===== config.mk =====
export PLATFORM = sky130hd
export DESIGN_NAME = pll_reset_ctrl
export DESIGN_NICKNAME = d
export VERILOG_FILES = /design/src/rtl/pll_reset_ctrl.sv
export SDC_FILE = /design/constraint.sdc
export NUM_CORES = 1
export LEC_CHECK = 0
export ABC_AREA = 1
export CAP_MARGIN = 10
export CORE_ASPECT_RATIO = 0.8
export CORE_MARGIN = 5
export CORE_UTILIZATION = 30
export CTS_BUF_LIST = sky130_fd_sc_hd__clkbuf_8
export DETAILED_ROUTE_END_ITERATION = 10
export REMOVE_ABC_BUFFERS = 1
export SYNTH_ARGS = -nofsm -noshare
export SYNTH_HDL_FRONTEND = slang
export SYNTH_SLANG_ARGS = --single-unit

===== constraint.sdc =====
create_clock -name i_clk -period 4.57 [get_ports i_clk]
set_input_delay 0.6855 -clock i_clk [delete_from_list [all_inputs] [get_ports i_clk]]
set_output_delay 0.6855 -clock i_clk [all_outputs]
set_load 0.1 [all_outputs]

===== src/rtl/pll_reset_ctrl.sv =====
// pll_reset_ctrl: sequences ECP5 EHXPLLL reset, lock qualification and system reset release
//
// Runs on the 25 MHz board reference clock, never on a PLL output. Each attempt
// pulses the PLL RST, waits for LOCK with a timeout, then requires LOCK to stay
// continuously high before releasing system reset. Lock loss in RUN reasserts
// system reset and restarts the sequence. After MAX_RETRIES failed attempts a
// sticky fail flag is raised until i_rst_n or i_force_relock.
// The PLL instance must have RST enabled (PLLRST_ENA="ENABLED").
// o_sys_rst_n is synchronous to i_clk; each PLL-output domain must re-synchronise
// its deassertion locally.
//
// Optional feature macro: PLL_RESET_CTRL_LOSS_CNT_EN
//   defined     -> o_loss_cnt counts lock-loss events in RUN, saturating at 255
//   not defined -> o_loss_cnt tied to 8'h00, no counter flops
//
// Ports:
//   i_clk          in   1  25 MHz reference clock
//   i_rst_n        in   1  synchronous active-low reset
//   i_pll_locked   in   1  PLL LOCK, asynchronous to i_clk
//   i_force_relock in   1  single-cycle pulse: restart the sequence from RESET_PLL
//   o_pll_rst      out  1  to PLL RST, active high
//   o_sys_rst_n    out  1  system reset, active low, registered
//   o_pll_ok       out  1  high iff in RUN
//   o_fail         out  1  sticky: retries exhausted
//   o_retry_cnt    out  4  failed attempts since last RUN entry / force_relock / reset
//   o_loss_cnt     out  8  lock-loss events in RUN, saturating
module pll_reset_ctrl #(
    parameter int SYNC_STAGES         = 2,
    parameter int RST_PULSE_CYCLES    = 16,
    parameter int LOCK_TIMEOUT_CYCLES = 2500,
    parameter int STABLE_CYCLES       = 256,
    parameter int MAX_RETRIES         = 4,
    parameter int CNT_W               = 16
) (
    input  logic       i_clk,
    input  logic       i_rst_n,
    input  logic       i_pll_locked,
    input  logic       i_force_relock,
    output logic       o_pll_rst,
    output logic       o_sys_rst_n,
    output logic       o_pll_ok,
    output logic       o_fail,
    output logic [3:0] o_retry_cnt,
    output logic [7:0] o_loss_cnt
);
    typedef enum logic [2:0] {
        S_RESET_PLL,
        S_WAIT_LOCK,
        S_STABLE_WAIT,
        S_RUN,
        S_FAIL
    } state_t;

    localparam logic [CNT_W-1:0] L_PULSE_END   = CNT_W'(RST_PULSE_CYCLES - 1);
    localparam logic [CNT_W-1:0] L_TIMEOUT_END = CNT_W'(LOCK_TIMEOUT_CYCLES - 1);
    localparam logic [CNT_W-1:0] L_STABLE_END  = CNT_W'(STABLE_CYCLES - 1);
    localparam logic [3:0]       L_MAX_RETRIES = 4'(MAX_RETRIES);

    state_t                 r_state;
    logic [CNT_W-1:0]       r_cnt;
    logic [SYNC_STAGES-1:0] r_sync;
    logic                   r_pll_rst;
    logic                   r_sys_rst_n;
    logic                   r_pll_ok;
    logic                   r_fail;
    logic [3:0]             r_retry_cnt;
    logic                   w_locked_s;
    logic [3:0]             w_retry_inc;

    assign w_locked_s  = r_sync[SYNC_STAGES-1];
    assign w_retry_inc = r_retry_cnt + 4'd1;

    // LOCK comes from the PLL analog block; bring it into i_clk before any decision.
    always_ff @(posedge i_clk) begin
        if (!i_rst_n)
            r_sync <= '0;
        else
            r_sync <= {r_sync[SYNC_STAGES-2:0], i_pll_locked};
    end

    always_ff @(posedge i_clk) begin
        if (!i_rst_n) begin
            r_state     <= S_RESET_PLL;
            r_cnt       <= '0;
            r_pll_rst   <= 1'b1;
            r_sys_rst_n <= 1'b0;
            r_pll_ok    <= 1'b0;
            r_fail      <= 1'b0;
            r_retry_cnt <= '0;
        end else if (i_force_relock) begin
            // Operator restart wins over every same-edge event and forgives past failures.
            r_state     <= S_RESET_PLL;
            r_cnt       <= '0;
            r_pll_rst   <= 1'b1;
            r_sys_rst_n <= 1'b0;
            r_pll_ok    <= 1'b0;
            r_fail      <= 1'b0;
            r_retry_cnt <= '0;
        end else begin
            case (r_state)
                S_RESET_PLL: begin
                    if (r_cnt == L_PULSE_END) begin
                        r_state   <= S_WAIT_LOCK;
                        r_cnt     <= '0;
                        r_pll_rst <= 1'b0;
                    end else begin
                        r_cnt <= r_cnt + 1'b1;
                    end
                end
                S_WAIT_LOCK: begin
                    if (w_locked_s) begin
                        r_state <= S_STABLE_WAIT;
                        r_cnt   <= '0;
                    end else if (r_cnt == L_TIMEOUT_END) begin
                        r_retry_cnt <= w_retry_inc;
                        r_cnt       <= '0;
                        if (w_retry_inc == L_MAX_RETRIES) begin
                            r_state <= S_FAIL;
                            r_fail  <= 1'b1;
                        end else begin
                            r_state   <= S_RESET_PLL;
                            r_pll_rst <= 1'b1;
                        end
                    end else begin
                        r_cnt <= r_cnt + 1'b1;
                    end
                end
                S_STABLE_WAIT: begin
                    // A drop during qualification is a wobble, not a failed attempt:
                    // go back to waiting with a fresh timeout and no retry charged.
                    if (!w_locked_s) begin
                        r_state <= S_WAIT_LOCK;
                        r_cnt   <= '0;
                    end else if (r_cnt == L_STABLE_END) begin
                        r_state     <= S_RUN;
                        r_cnt       <= '0;
                        r_sys_rst_n <= 1'b1;
                        r_pll_ok    <= 1'b1;
                        r_retry_cnt <= '0;
                    end else begin
                        r_cnt <= r_cnt + 1'b1;
                    end
                end
                S_RUN: begin
                    if (!w_locked_s) begin
                        r_state     <= S_RESET_PLL;
                        r_cnt       <= '0;
                        r_pll_rst   <= 1'b1;
                        r_sys_rst_n <= 1'b0;
                        r_pll_ok    <= 1'b0;
                    end
                end
                S_FAIL: begin
                    r_pll_rst   <= 1'b0;
                    r_sys_rst_n <= 1'b0;
                    r_pll_ok    <= 1'b0;
                    r_fail      <= 1'b1;
                end
                default: begin
                    r_state     <= S_RESET_PLL;
                    r_cnt       <= '0;
                    r_pll_rst   <= 1'b1;
                    r_sys_rst_n <= 1'b0;
                    r_pll_ok    <= 1'b0;
                end
            endcase
        end
    end

`ifdef PLL_RESET_CTRL_LOSS_CNT_EN
    logic [7:0] r_loss_cnt;
    logic       w_loss_evt;

    // A forced restart out of RUN is not a lock loss.
    assign w_loss_evt = (r_state == S_RUN) && !w_locked_s && !i_force_relock;

    always_ff @(posedge i_clk) begin
        if (!i_rst_n)
            r_loss_cnt <= '0;
        else if (w_loss_evt && r_loss_cnt != 8'hFF)
            r_loss_cnt <= r_loss_cnt + 8'd1;
    end

    assign o_loss_cnt = r_loss_cnt;
`else
    assign o_loss_cnt = 8'h00;
`endif

    assign o_pll_rst   = r_pll_rst;
    assign o_sys_rst_n = r_sys_rst_n;
    assign o_pll_ok    = r_pll_ok;
    assign o_fail      = r_fail;
    assign o_retry_cnt = r_retry_cnt;
endmodule


==> impl_results.md <==
* CTS tree: yes
* CTS Sinks at 28
* Fin util at 0.336
* Die Area at 7010 um2
* Peak supply drop at 0.000217 V
* Global-route wire length before repair at 5780 um
* Arrival @ worst endpoint at 1.85 ns
* Area of the multi-input gates at 900 um2
* PortBufs at 11
* Worst setup EP type: primary output
* Post-Route WL at 3260 um
* Die W at 92.4 um
* IO Pins at 20
* Post-DRT Antenna Nets at 0
* Core ar. at 5350 um2
* Worst Path Class, Setup: reg2out
* DR vias/cell at 4.57
* Final setup vio count at 0
* Clock Tree Buf Depth at 2
* Number of DRC markers in iteration 0 at 71
* Flops & latches, synth at 28
* Final Hold Fails at 0
* Setup Skew at 0.00419 ns
* DIE HEIGHT at 75.9 um
* Clock slew at reported path FFs at 0.09 ns
* Post-CTS setup buffers at 0
* Layout Nets at 255
* Syn Area/Cell at 6.87 um2
* FMAX at 395 MHz
* All-Layer GR Usage at 0.100
* Pwr/cell area at 234 nW/um2
* Worst EP required at 3.88 ns
* Wire per inst at 10.4 um
* Cells after DPL at 309
* CP delay by family, top: buffers and inverters
* Row count at 24
* Total CTS buffers at 3
* Synth cell types at 30
* Largest net degree at the start of global routing at 15
* Ant diodes at 0
* Root buffer cell: clkbuf_8
* Starting Density at 0.305
* Syn-to-layout area delta at 10.2%
* Max Cap Viol at 0
* Cell Area, Placed at 1750 um2
* Crit-path slowest cell: clkdlybuf4s50_1
* Outcome: complete, no violations
* 1st-pass router iterations at 4
* DPL Wire Length at 2530 um
* Pins Over Slew Limit at 0
* CP max FO at 5
* FILL cells at 602
* Post-Synthesis Cells at 237
* Bufs and invs on worst path at 1
* Yosys Warn Count at 0
* HP Class: reg2reg
* Final worst path period share at 0.554
* Grt ovf at 0
* P_leak at 0.000767 uW
* Post-synth design cell area at 1630 um2
* Worst stage delay on the critical path at 1.16 ns
* Startpoint types: register
* Cell area after layout at 1790 um2
* Cells along the critical path: clkdlybuf4s50_1
* Clk_lat worst skew at 0.27 ns
* Routability congestion estimate from global placement at 0.822
* Sequential Area at 561 um2
* Unrepaired setup endpoints after global routing: no
* Final min period at 2.53 ns
* Via count at 1425
* Worst-Margin Slew at 0.967 ns
* CTS Hold Bufs at 0
* Vias in the first global route at 1308
* Setup Total Neg Slack at 0 ns
* Antenna violations before repair at 0
* Post-route DRC at 0
* H-tree Lvls at 1
* CTS resizes at 0
* Share of cells above drive strength 1 at 0.0891
* Relative max-transition margin at 0.353
* Register area share after synthesis at 0.344
* Post-Layout Cell Count at 312
kinds of logic (layout without fill, tap and decap cells):
group                    Yosys count  in the layout  synth area share
other                              1              8           0.00230
buffers and inverters             38             41             0.119
AO/OA/AOI/OAI                     21             21            0.0792
XOR/XNOR                           7              7            0.0377
flip-flops                        28             28             0.344
AND/OR/NAND/NOR                  140            140             0.402
adder cells (fa/ha/maj)            2              2            0.0154
registers in the layout, indices dropped and copies added, names as in the netlist:
register	flops
o_pll_ok	1
o_pll_rst	1
o_fail	1
r_state	3
r_sync	2
o_retry_cnt	4
r_cnt	16
layer usage:
metal  vias to the layer above  track usage  share of wire
met2                        21        0.157           0.41
met5                         -            0              0
met4                         0       0.0148         0.0095
li1                        766            -              -
met1                       634        0.142           0.55
met3                         4       0.0276          0.040
per-stage QoR:
step / hold WS, ns / worst slack, ns / total power (uW)
after CTS: 0.426 / 2.03 / 425
after global routing: 0.460 / 1.97 / 435
after detailed placement: 0.403 / 2.19 / 292
after global placement: 0.409 / 2.29 / 291
after floorplan: 0.390 / 2.32 / 287
final: 0.425 / 2.04 / 420
power breakdown:
group / internal (uW) / switching [uW]
logic: 4.15 / 34.7
clock network: 59.2 / 75.4
registers: 245 / 1.43
layout make-up:
| class | instances | area share |
|---|---|---|
| inverters | 27 | 0.0565 |
| clock buffers | 3 | 0.0230 |
| well taps | 65 | 0.0453 |
| multi-input cells | 178 | 0.501 |
| flip-flops and latches | 28 | 0.312 |
| repair buffers | 11 | 0.0614 |
Yosys cell counts:
| master | instances | area, um2 |
|---|---|---|
| clkinv_1 | 1 | 3.75 |
| nand3b_1 | 1 | 7.51 |
| a31oi_1 | 1 | 6.26 |
| conb_1 | 1 | 3.75 |
| o21ai_0 | 3 | 15.0 |
| o211ai_1 | 2 | 15.0 |
| nor2_4 | 1 | 11.3 |
| inv_1 | 22 | 82.6 |
| xnor2_1 | 1 | 8.76 |
| nand4_2 | 2 | 25.0 |
| nand4_1 | 9 | 56.3 |
| a21oi_1 | 11 | 55.1 |
| nand2_2 | 6 | 37.5 |
| nand2_4 | 1 | 11.3 |
| o21bai_1 | 2 | 15.0 |
| nand2_1 | 47 | 176 |
| buf_4 | 9 | 67.6 |
| dfxtp_1 | 28 | 561 |
| xor2_1 | 6 | 52.6 |
| nor2_2 | 3 | 18.8 |
| nor3_1 | 1 | 5.00 |
| o21ai_4 | 1 | 16.3 |
| clkbuf_8 | 1 | 13.8 |
| ha_1 | 2 | 25.0 |
| inv_2 | 4 | 15.0 |
| nand3_1 | 23 | 115 |
| buf_6 | 1 | 11.3 |
| o22ai_1 | 1 | 6.26 |
| nor2_1 | 45 | 169 |
| nand4_4 | 1 | 21.3 |
cell usage in the layout, fill, tap and decap left out, types with 2 or more instances in the layout:
cell | Yosys | layout
a21oi_1 | 11 | 11
clkbuf_8 | 1 | 3
clkdlybuf4s50_1 | 0 | 11
conb_1 | 1 | 8
dfxtp_1 | 28 | 28
ha_1 | 2 | 2
inv_1 | 22 | 22
inv_2 | 4 | 4
nand2_1 | 47 | 47
nand2_2 | 6 | 6
nand3_1 | 23 | 23
nand4_1 | 9 | 9
nand4_2 | 2 | 2
nor2_1 | 45 | 45
nor2_2 | 3 | 3
o211ai_1 | 2 | 2
o21ai_0 | 3 | 3
o21bai_1 | 2 | 2
xor2_1 | 6 | 6
worst paths after layout:
check / slack, ns / startpoint / to / cells after the start
max: 2.04 / o_retry_cnt[0] / o_retry_cnt[0] / 1
min: 0.42 / r_sync[0] / r_sync[1] / 2
max reg2reg: 2.88 / r_cnt[0] / r_cnt[7] / 10
min reg2reg: 0.42 / r_sync[0] / r_sync[1] / 2
No activity file was read; power rests on OpenSTA's default activity.
